--- config.mk ---
export PLATFORM = sky130hd
export DESIGN_NAME = mem_ctrl
export DESIGN_NICKNAME = d
export VERILOG_FILES = /design/src/rtl/mem_ctrl.sv
export SDC_FILE = /design/constraint.sdc
export NUM_CORES = 1
export LEC_CHECK = 0
export BUFFER_PORTS_ARGS = -buffer_cell sky130_fd_sc_hd__buf_4
export CAP_MARGIN = 20
export CORE_UTILIZATION = 55
export CTS_CLUSTER_SIZE = 30
export DETAILED_ROUTE_END_ITERATION = 8
export GPL_TIMING_DRIVEN = 0
export PLACE_DENSITY = 0.8
export SLEW_MARGIN = 20
export SYNTH_ARGS = -nofsm -noshare
export SYNTH_HDL_FRONTEND = slang
export SYNTH_SLANG_ARGS = --single-unit
--- constraint.sdc ---
create_clock -name clk_in -period 3.3 [get_ports clk_in]
set_input_delay 0.66 -clock clk_in [delete_from_list [all_inputs] [get_ports clk_in]]
set_output_delay 0.66 -clock clk_in [all_outputs]
set_load 0.02 [all_outputs]
--- src/rtl/mem_ctrl.sv ---
// Byte-serial memory arbiter between instruction fetch and the load/store buffer.
// Define MEM_CTRL_RR_EN for round-robin arbitration; the default build uses fixed LSB priority.
module mem_ctrl #(
   parameter int          ADDR_WIDTH = 32,
   parameter logic [1:0]  IO_PREFIX  = 2'b11
) (
   input  logic                  clk_in,
   input  logic                  rst_n_in,
   input  logic                  rdy_in,
   input  logic                  flush_in,
   input  logic                  if_valid,
   input  logic [ADDR_WIDTH-1:0] if_addr,
   output logic                  if_ready,
   output logic [31:0]           if_data,
   input  logic                  lsb_valid,
   input  logic                  lsb_wr,
   input  logic [2:0]            lsb_size,
   input  logic [ADDR_WIDTH-1:0] lsb_addr,
   input  logic [31:0]           lsb_value,
   output logic                  lsb_ready,
   output logic [31:0]           lsb_res,
   input  logic [7:0]            mem_din,
   output logic [7:0]            mem_dout,
   output logic [ADDR_WIDTH-1:0] mem_a,
   output logic                  mem_wr,
   input  logic                  io_buffer_full
);

   typedef enum logic [1:0] {S_IDLE, S_READ, S_WRITE, S_DONE} state_t;

   state_t                state_q, state_d;
   logic [2:0]            cnt_q, cnt_d, n_q, n_d;
   logic [ADDR_WIDTH-1:0] addr_q, addr_d;
   logic                  sext_q, sext_d, id_q, id_d;
   logic [31:0]           value_q, value_d, buf_q, buf_d;
   logic [ADDR_WIDTH-1:0] mem_a_q, mem_a_d;
   logic [7:0]            mem_dout_q, mem_dout_d;
   logic                  mem_wr_q, mem_wr_d;
   logic                  if_ready_q, if_ready_d, lsb_ready_q, lsb_ready_d;
   logic [31:0]           if_data_q, if_data_d, lsb_res_q, lsb_res_d;

   logic                  grant, grant_lsb, req_stall, io_stall;
   logic [2:0]            req_n;
   logic [1:0]            byte_idx;
   logic [ADDR_WIDTH-1:0] beat_addr;
   logic [31:0]           word_c, ext_c;

`ifdef MEM_CTRL_RR_EN
   logic last_grant_q, last_grant_d;  // 1 = LSB was granted last

   assign grant_lsb    = lsb_valid && (!if_valid || !last_grant_q);
   assign last_grant_d = grant ? grant_lsb : last_grant_q;

   always_ff @(posedge clk_in or negedge rst_n_in) begin
      if (!rst_n_in)   last_grant_q <= 1'b0;
      else if (rdy_in) last_grant_q <= last_grant_d;
   end
`else
   assign grant_lsb = lsb_valid;
`endif

   assign grant     = (state_q == S_IDLE) && !flush_in && (lsb_valid || if_valid);
   assign req_n     = (lsb_size[1:0] == 2'd0) ? 3'd1 : (lsb_size[1:0] == 2'd1) ? 3'd2 : 3'd4;
   assign req_stall = (lsb_addr[17:16] == IO_PREFIX) && io_buffer_full;
   assign io_stall  = (addr_q[17:16] == IO_PREFIX) && io_buffer_full;
   assign beat_addr = addr_q + {{(ADDR_WIDTH-3){1'b0}}, cnt_q};
   assign byte_idx  = cnt_q[1:0] - 2'd1;

   // Current byte merged in so the final beat's data reaches the result in the same cycle.
   always_comb begin
      word_c = buf_q;
      word_c[{byte_idx, 3'b000} +: 8] = mem_din;
      case (n_q)
         3'd1:    ext_c = {{24{sext_q & word_c[7]}}, word_c[7:0]};
         3'd2:    ext_c = {{16{sext_q & word_c[15]}}, word_c[15:0]};
         default: ext_c = word_c;
      endcase
   end

   always_ff @(posedge clk_in or negedge rst_n_in) begin
      if (!rst_n_in) begin
         state_q     <= S_IDLE;
         cnt_q       <= '0;
         n_q         <= '0;
         addr_q      <= '0;
         sext_q      <= 1'b0;
         id_q        <= 1'b0;
         value_q     <= '0;
         buf_q       <= '0;
         mem_a_q     <= '0;
         mem_dout_q  <= '0;
         mem_wr_q    <= 1'b0;
         if_ready_q  <= 1'b0;
         if_data_q   <= '0;
         lsb_ready_q <= 1'b0;
         lsb_res_q   <= '0;
      end else if (rdy_in) begin
         state_q     <= state_d;
         cnt_q       <= cnt_d;
         n_q         <= n_d;
         addr_q      <= addr_d;
         sext_q      <= sext_d;
         id_q        <= id_d;
         value_q     <= value_d;
         buf_q       <= buf_d;
         mem_a_q     <= mem_a_d;
         mem_dout_q  <= mem_dout_d;
         mem_wr_q    <= mem_wr_d;
         if_ready_q  <= if_ready_d;
         if_data_q   <= if_data_d;
         lsb_ready_q <= lsb_ready_d;
         lsb_res_q   <= lsb_res_d;
      end else begin
         mem_wr_q <= 1'b0;
      end
   end

   always_comb begin
      state_d = state_q;
      cnt_d   = cnt_q;
      n_d     = n_q;
      addr_d  = addr_q;
      sext_d  = sext_q;
      id_d    = id_q;
      value_d = value_q;
      case (state_q)
         S_IDLE: if (grant) begin
            id_d    = grant_lsb;
            addr_d  = grant_lsb ? lsb_addr : if_addr;
            n_d     = grant_lsb ? req_n : 3'd4;
            sext_d  = grant_lsb && !lsb_size[2];
            value_d = lsb_value;
            if (grant_lsb && lsb_wr) begin
               state_d = S_WRITE;
               cnt_d   = req_stall ? 3'd0 : 3'd1;
            end else begin
               state_d = S_READ;
               cnt_d   = 3'd1;
            end
         end
         S_READ: begin
            if (flush_in) begin
               state_d = S_IDLE;
               cnt_d   = '0;
            end else if (cnt_q < n_q) begin
               cnt_d = cnt_q + 3'd1;
            end else begin
               state_d = S_DONE;
               cnt_d   = '0;
            end
         end
         S_WRITE: begin
            if (cnt_q < n_q) begin
               if (!io_stall) cnt_d = cnt_q + 3'd1;
            end else begin
               state_d = S_DONE;
               cnt_d   = '0;
            end
         end
         default: state_d = S_IDLE;
      endcase
   end

   always_comb begin
      mem_a_d     = mem_a_q;
      mem_dout_d  = mem_dout_q;
      mem_wr_d    = 1'b0;
      if_ready_d  = 1'b0;
      lsb_ready_d = 1'b0;
      if_data_d   = if_data_q;
      lsb_res_d   = lsb_res_q;
      buf_d       = buf_q;
      case (state_q)
         S_IDLE: if (grant) begin
            buf_d   = '0;
            mem_a_d = grant_lsb ? lsb_addr : if_addr;
            if (grant_lsb && lsb_wr && !req_stall) begin
               mem_wr_d   = 1'b1;
               mem_dout_d = lsb_value[7:0];
            end
         end
         S_READ: if (!flush_in) begin
            buf_d = word_c;
            if (cnt_q < n_q) begin
               mem_a_d = beat_addr;
            end else if (id_q) begin
               lsb_ready_d = 1'b1;
               lsb_res_d   = ext_c;
            end else begin
               if_ready_d = 1'b1;
               if_data_d  = word_c;
            end
         end
         S_WRITE: begin
            if (cnt_q < n_q) begin
               if (!io_stall) begin
                  mem_a_d    = beat_addr;
                  mem_dout_d = value_q[{cnt_q[1:0], 3'b000} +: 8];
                  mem_wr_d   = 1'b1;
               end
            end else begin
               lsb_ready_d = 1'b1;
            end
         end
         default: ;
      endcase
   end

   assign mem_a     = mem_a_q;
   assign mem_dout  = mem_dout_q;
   assign mem_wr    = mem_wr_q;
   assign if_ready  = if_ready_q;
   assign if_data   = if_data_q;
   assign lsb_ready = lsb_ready_q;
   assign lsb_res   = lsb_res_q;

endmodule

==> results.sh, run 1 <==
export IMPL_cts_setup_buffers=0
export IMPL_ctsLongestPathBuffers=3
export IMPL_pin_count=222
export IMPL_slew_violations=0
export IMPL_endpoint_kind="register"
export IMPL_cts_buffers=23
export IMPL_min_period_ps=3110
export IMPL_syn_area_per_cell_um2=10.3
export IMPL_syn_area_um2=10800
export IMPL_worst_pin_slew_ps=800
export IMPL_finalHoldViolCount=0
export IMPL_core_area_um2=19000
export IMPL_start_kind="register"
export IMPL_peakVddDrop_v=0.000463
export IMPL_final_setup_viol_count=0
export IMPL_wl_per_cell_um=18.8
export IMPL_fin_tns_setup_ps=0
export IMPL_clock_sinks=213
export IMPL_rsz0062_at_grt="false"
export IMPL_fin_skew_ps=15.7
export IMPL_place_hpwl_mm=21.4
export IMPL_worstSetupPathType="register to register"
export IMPL_fin_nets=1429
export IMPL_synth_commonest_cells="213 x dfrtp_1, 141 x nand2_1, 100 x o21ai_0"
export IMPL_antenna_cells=0
export IMPL_die_h_um=142
export IMPL_overflow=0
export IMPL_drcViolationCount=0
export IMPL_die_area_um2=20200
export IMPL_stdcell_area_um2=13600
export IMPL_yosys_warnings=0
export IMPL_yosysSeqAreaShare=0.494
export IMPL_port_buffers=219
export IMPL_finalPower_mw=12.8
export IMPL_synth_ff_type="dfrtp_1"
export IMPL_antenna_found_initial=0
export IMPL_drive_above_1_share=0.278
export IMPL_clkLatencyLatePin_ps=510
export IMPL_hold_path_class="input pin to async pin"
export IMPL_place_congestion=0.907
export IMPL_grt_pass1_vias=8877
export IMPL_viasPerCell=5.79
export IMPL_cts_root_buf="clkbuf_16"
export IMPL_path_clk_slew_ps=60
export IMPL_status="finished clean"
export IMPL_async_flop_share=1.00
export IMPL_synth_edf_count=0
export IMPL_leakage_nw=6.52
export IMPL_syn_inst=1053
export IMPL_firstDrtPassIters=5
export IMPL_drt_iter0_drc=720
export IMPL_drt_total_wl_mm=29.6
export IMPL_fin_ws_ps=192
export IMPL_cap_violations=0
export IMPL_fillers=1459
export IMPL_pwr_density_cell_nw_per_um2=944
export IMPL_cp_data_required_time_ps=3750
export IMPL_place_area_um2=12800
export IMPL_htreeDepth=1
export IMPL_syn_nets=1183
export IMPL_place_inst=1534
export IMPL_initial_core_util=0.570
export IMPL_grt_usage=0.295
export IMPL_area_growth_pct=25.9
export IMPL_relSlewSlack=0.467
export IMPL_place_ws_ps=-61.8
export IMPL_crit_fanout=10
export IMPL_grt_pass1_wl_mm=46.6
export IMPL_arrival_ps=3560
export IMPL_grt_max_degree=95
export IMPL_rows=50
export IMPL_period_share=0.942
export IMPL_yosysUniqueCellTypes=71
export IMPL_drt_antenna_violating_nets=0
export IMPL_vias=9123
export IMPL_max_freq_ghz=0.322
export IMPL_synth_area_leaders="dfrtp_1 49%, mux2_2 5.0%, nand2_1 4.9%, o21ai_0 4.6%, mux2i_1 4.4%"
export IMPL_chipWidth_um=142
export IMPL_yosys_area_top_type="dfrtp_1"
export IMPL_yosysTopAreaCellShare=0.494
export IMPL_yosys_cell_count_top_type="dfrtp_1"
export IMPL_stdcell_count=1575
export IMPL_tritoncts="built"
export IMPL_yosys_register_bits=213
## critical path, stage by stage (launching register included)
cell,delay [ps]
dfrtp_1,520
buf_2,360
inv_1,110
ha_1,380
nor2b_1,150
clkbuf_1,290
a31o_2,290
a31oi_1,110
o21ai_2,380
buf_2,300
o22a_1,170
## repair_timing
item	in CTS	in global routing
setup endpoints to repair	10	10
hold buffers	0	0
gates resized for setup	1	1
## path summary, 6_finish.rpt
kind                                        from                       to  slack [ps]  depth (start not counted)
setup / recovery            cnt_q[1]$_DFFE_PN0P_  lsb_res[30]$_DFFE_PN0P_         190                         10
min in group clk_in                  lsb_size[2]       sext_q$_DFFE_PN0P_         330                          2
hold / removal                          rst_n_in   lsb_res[0]$_DFFE_PN0P_          60                          1
hold reg to reg            buf_q[17]$_DFFE_PN0P_    buf_q[17]$_DFFE_PN0P_         460                          2
max in group asynchronous               rst_n_in    addr_q[1]$_DFFE_PN0P_        2090                          3
setup reg to reg            cnt_q[1]$_DFFE_PN0P_  lsb_res[30]$_DFFE_PN0P_         190                         10
## power breakdown
group	switching (mW)	internal, mW
sequential	0.763	3.64
clock	1.03	1.54
combinational	3.38	2.49
## cell type report
class / count / area, um^2 / share of cell area
tap: 260 / 325 / 0.0239
inverter: 28 / 105 / 0.00773
timing repair buffer: 221 / 1710 / 0.126
multi-input combinational: 739 / 4980 / 0.366
clock buffer: 34 / 697 / 0.0513
buffer: 73 / 384 / 0.0283
sequential: 213 / 5330 / 0.392
clock inverter: 7 / 63.8 / 0.00469
## routing by layer
| layer | track usage | part of all wire | up-vias |
|---|---|---|---|
| li1 | - | - | 4242 |
| met1 | 0.395 | 0.42 | 4412 |
| met2 | 0.485 | 0.47 | 405 |
| met3 | 0.0532 | 0.073 | 64 |
| met4 | 0.0979 | 0.033 | 0 |
| met5 | 0 | 0 | - |
## cell usage in the layout, fill, tap and decap left out, types with 3 or more instances in the layout
cell and instances:
nand3_1 39, o22a_1 18, xor2_1 5, nor4_1 4, or4_1 7, nand2_1 141
ha_1 14, and3_1 15, a31oi_1 22, nor2b_1 38, a21o_1 9, mux2_2 48
or3_1 5, inv_1 28, clkinv_2 5, xnor2_1 9, clkbuf_1 38, clkbuf_8 9
o21ai_2 3, nand4_1 9, and4_1 7, mux4_2 8, buf_2 23, o21ai_0 100
dfrtp_1 213, nor2_1 43, nand3b_1 17, mux2_1 12, buf_4 221, and2_1 7
mux2i_1 48, o31ai_1 12, buf_1 3, a22o_1 16, a21oi_1 39, buf_6 8
clkbuf_16 23
## per-stage QoR
stage / hold slack (ps) / util
2_1_floorplan: 364 / -
3_3_place_gp: 442 / 0.674
3_5_place_dp: 448 / 0.677
4_1_cts: 69.4 / 0.717
5_1_grt: 83.2 / 0.717
6_report: 60.8 / 0.717
## cells by family (layout without fill, tap and decap cells)
logic type | Yosys count | count (layout) | synth area share
buffers and inverters | 101 | 363 | 0.0452
AND/OR/NAND/NOR | 344 | 344 | 0.160
adder cells (fa/ha/maj) | 15 | 15 | 0.0181
XOR/XNOR | 14 | 14 | 0.0114
multiplexers | 116 | 116 | 0.124
AO/OA/AOI/OAI | 250 | 250 | 0.148
flip-flops | 213 | 213 | 0.494
## flip-flops by register name, summed over array words and instances (netlist names)
name and flops:
id_q 1, mem_a 32, lsb_res 32, state_q 2
if_data 32, buf_q 32, lsb_ready 1, if_ready 1
value_q 32, cnt_q 3, mem_wr 1, mem_dout 8
n_q 3, addr_q 32, sext_q 1
(Power assumes the default switching activity.)
==> run 2, diff against run 1 <==
==> constraint.sdc (replaced) <==
create_clock -name clk_in -period 3.5 [get_ports clk_in]
set_input_delay 0.7 -clock clk_in [delete_from_list [all_inputs] [get_ports clk_in]]
set_output_delay 0.7 -clock clk_in [all_outputs]
set_load 0.02 [all_outputs]
==> results.sh, run 2 (synthesis gave the netlist of run 1 again) <==
export IMPL_final_cell_mix="221 x buf_4, 213 x dfrtp_1, 141 x nand2_1, 100 x o21ai_0"
export IMPL_antenna_cells=0
export IMPL_die_h_um=142
export IMPL_clkLatencyLatePin_ps=510
export IMPL_area_growth_pct=25.9
export IMPL_htreeDepth=1
export IMPL_viasPerCell=5.79
export IMPL_place_hpwl_mm=21.4
export IMPL_timing_rr_start="cnt_q[1]$_DFFE_PN0P_"
export IMPL_place_congestion=0.907
export IMPL_tritoncts="built"
export IMPL_peakVddDrop_v=0.000437
export IMPL_fin_ws_ps=368
export IMPL_period_share=0.895
export IMPL_slew_violations=0
export IMPL_relSlewSlack=0.467
export IMPL_ctsLongestPathBuffers=3
export IMPL_min_period_ps=3130
export IMPL_cts_root_buf="clkbuf_16"
export IMPL_endpoint_kind="register"
export IMPL_fin_skew_ps=15.6
export IMPL_max_freq_ghz=0.319
export IMPL_crit_fanout=10
export IMPL_r2r_cells=10
export IMPL_start_kind="register"
export IMPL_pin_count=222
export IMPL_die_area_um2=20200
export IMPL_use_met1=0.395
export IMPL_drive_above_1_share=0.278
export IMPL_layout_commonest_cell="buf_4"
export IMPL_cp_top_family="buffers and inverters"
export IMPL_port_buffers=219
export IMPL_chipWidth_um=142
export IMPL_worstSetupPathType="register to register"
export IMPL_crit_slowest_cell="dfrtp_1"
export IMPL_drt_total_wl_mm=29.6
export IMPL_drt_iter0_drc=721
export IMPL_finalHoldViolCount=0
export IMPL_critPathLaunch="cnt_q[1]$_DFFE_PN0P_"
export IMPL_rsz0062_at_grt="false"
export IMPL_met3_usage=0.0532
export IMPL_regToRegSetupSlack_ps=370
export IMPL_worst_pin_slew_ps=800
export IMPL_rows=50
export IMPL_cap_violations=0
export IMPL_drt_antenna_violating_nets=0
export IMPL_grt_usage=0.295
export IMPL_core_area_um2=19000
export IMPL_path_buf_inv=4
export IMPL_pwr_density_cell_nw_per_um2=891
export IMPL_fin_tns_setup_ps=0
export IMPL_place_ws_ps=138
export IMPL_clock_sinks=213
export IMPL_vias=9115
export IMPL_path_clk_slew_ps=60
export IMPL_grt_max_degree=95
export IMPL_cp_data_required_time_ps=3950
export IMPL_antenna_found_initial=0
export IMPL_grt_pass1_wl_mm=46.6
export IMPL_wl_per_cell_um=18.8
export IMPL_overflow=0
export IMPL_cpPeakStageDelay_ps=520
export IMPL_crit_cells=10
export IMPL_status="finished clean"
export IMPL_grt_use_met2=0.485
export IMPL_initial_core_util=0.570
export IMPL_firstDrtPassIters=5
export IMPL_leakage_nw=6.52
export IMPL_cts_buffers=23
export IMPL_crit_path_end="lsb_res[30]$_DFFE_PN0P_"
export IMPL_final_setup_viol_count=0
export IMPL_hold_path_class="input pin to async pin"
export IMPL_grt_pass1_vias=8875
export IMPL_arrival_ps=3580
export IMPL_path_cells="clkbuf_2, inv_1, ha_1, nor2b_1, clkbuf_1, a31o_2, a31oi_1, o21ai_2, buf_2, o22a_1"
export IMPL_rr_endpoint="lsb_res[30]$_DFFE_PN0P_"
export IMPL_top_usage_layer="met2"
export IMPL_fin_nets=1429
export IMPL_drcViolationCount=0
## run 2: area by class of cell
cell class	count	area (um^2)
plain buffers	73	384
clock buffers	34	697
clock inverters	7	63.8
fillers	1459	5360
inverters	28	105
multi-input cells	739	4980
flip-flops and latches	213	5330
well taps	260	325
repair buffers	221	1710
## run 2: stage by stage
| step | utilization | hold slack [ps] | cell area [um^2] | power (mW) | std cells |
|---|---|---|---|---|---|
| global placement | 0.674 | 442 | 12800 | 9.47 | 1532 |
| floorplan | - | 404 | 10800 | 7.60 | 1053 |
| finish | 0.717 | 101 | 13600 | 12.1 | 1575 |
| detailed placement | 0.677 | 448 | 12800 | 9.65 | 1534 |
| CTS | 0.717 | 109 | 13600 | 12.1 | 1575 |
| global route | 0.717 | 123 | 13600 | 12.8 | 1575 |
## run 2: where the power goes
part           leakage [nW]  total (mW)  switching, mW  internal, mW
clock network         0.383        2.42          0.976          1.45
registers              2.74        4.15          0.719          3.43
logic                  3.39        5.53           3.18          2.35
total                  6.52        12.1           4.88          7.23
## run 2: repair_timing
item | in CTS | in global routing
hold buffers | 0 | 0
buffers inserted | 0 | 0
endpoints found under the setup margin | 0 | 10
resized for setup | 0 | 2
## run 2: worst min path at each step
stage               slack (ps)                     end
floorplan                  400   addr_q[0]$_DFFE_PN0P_
global placement           440   buf_q[23]$_DFFE_PN0P_
detailed placement         450   buf_q[24]$_DFFE_PN0P_
CTS                        110  lsb_res[0]$_DFFE_PN0P_
global route               120  lsb_res[1]$_DFFE_PN0P_
finish                     100  lsb_res[0]$_DFFE_PN0P_
## run 2: per-layer routing
layer / up-vias / part of all wire
met5: - / 0
met4: 0 / 0.033
met3: 64 / 0.073
met2: 405 / 0.47
met1: 4404 / 0.42
li1: 4242 / -
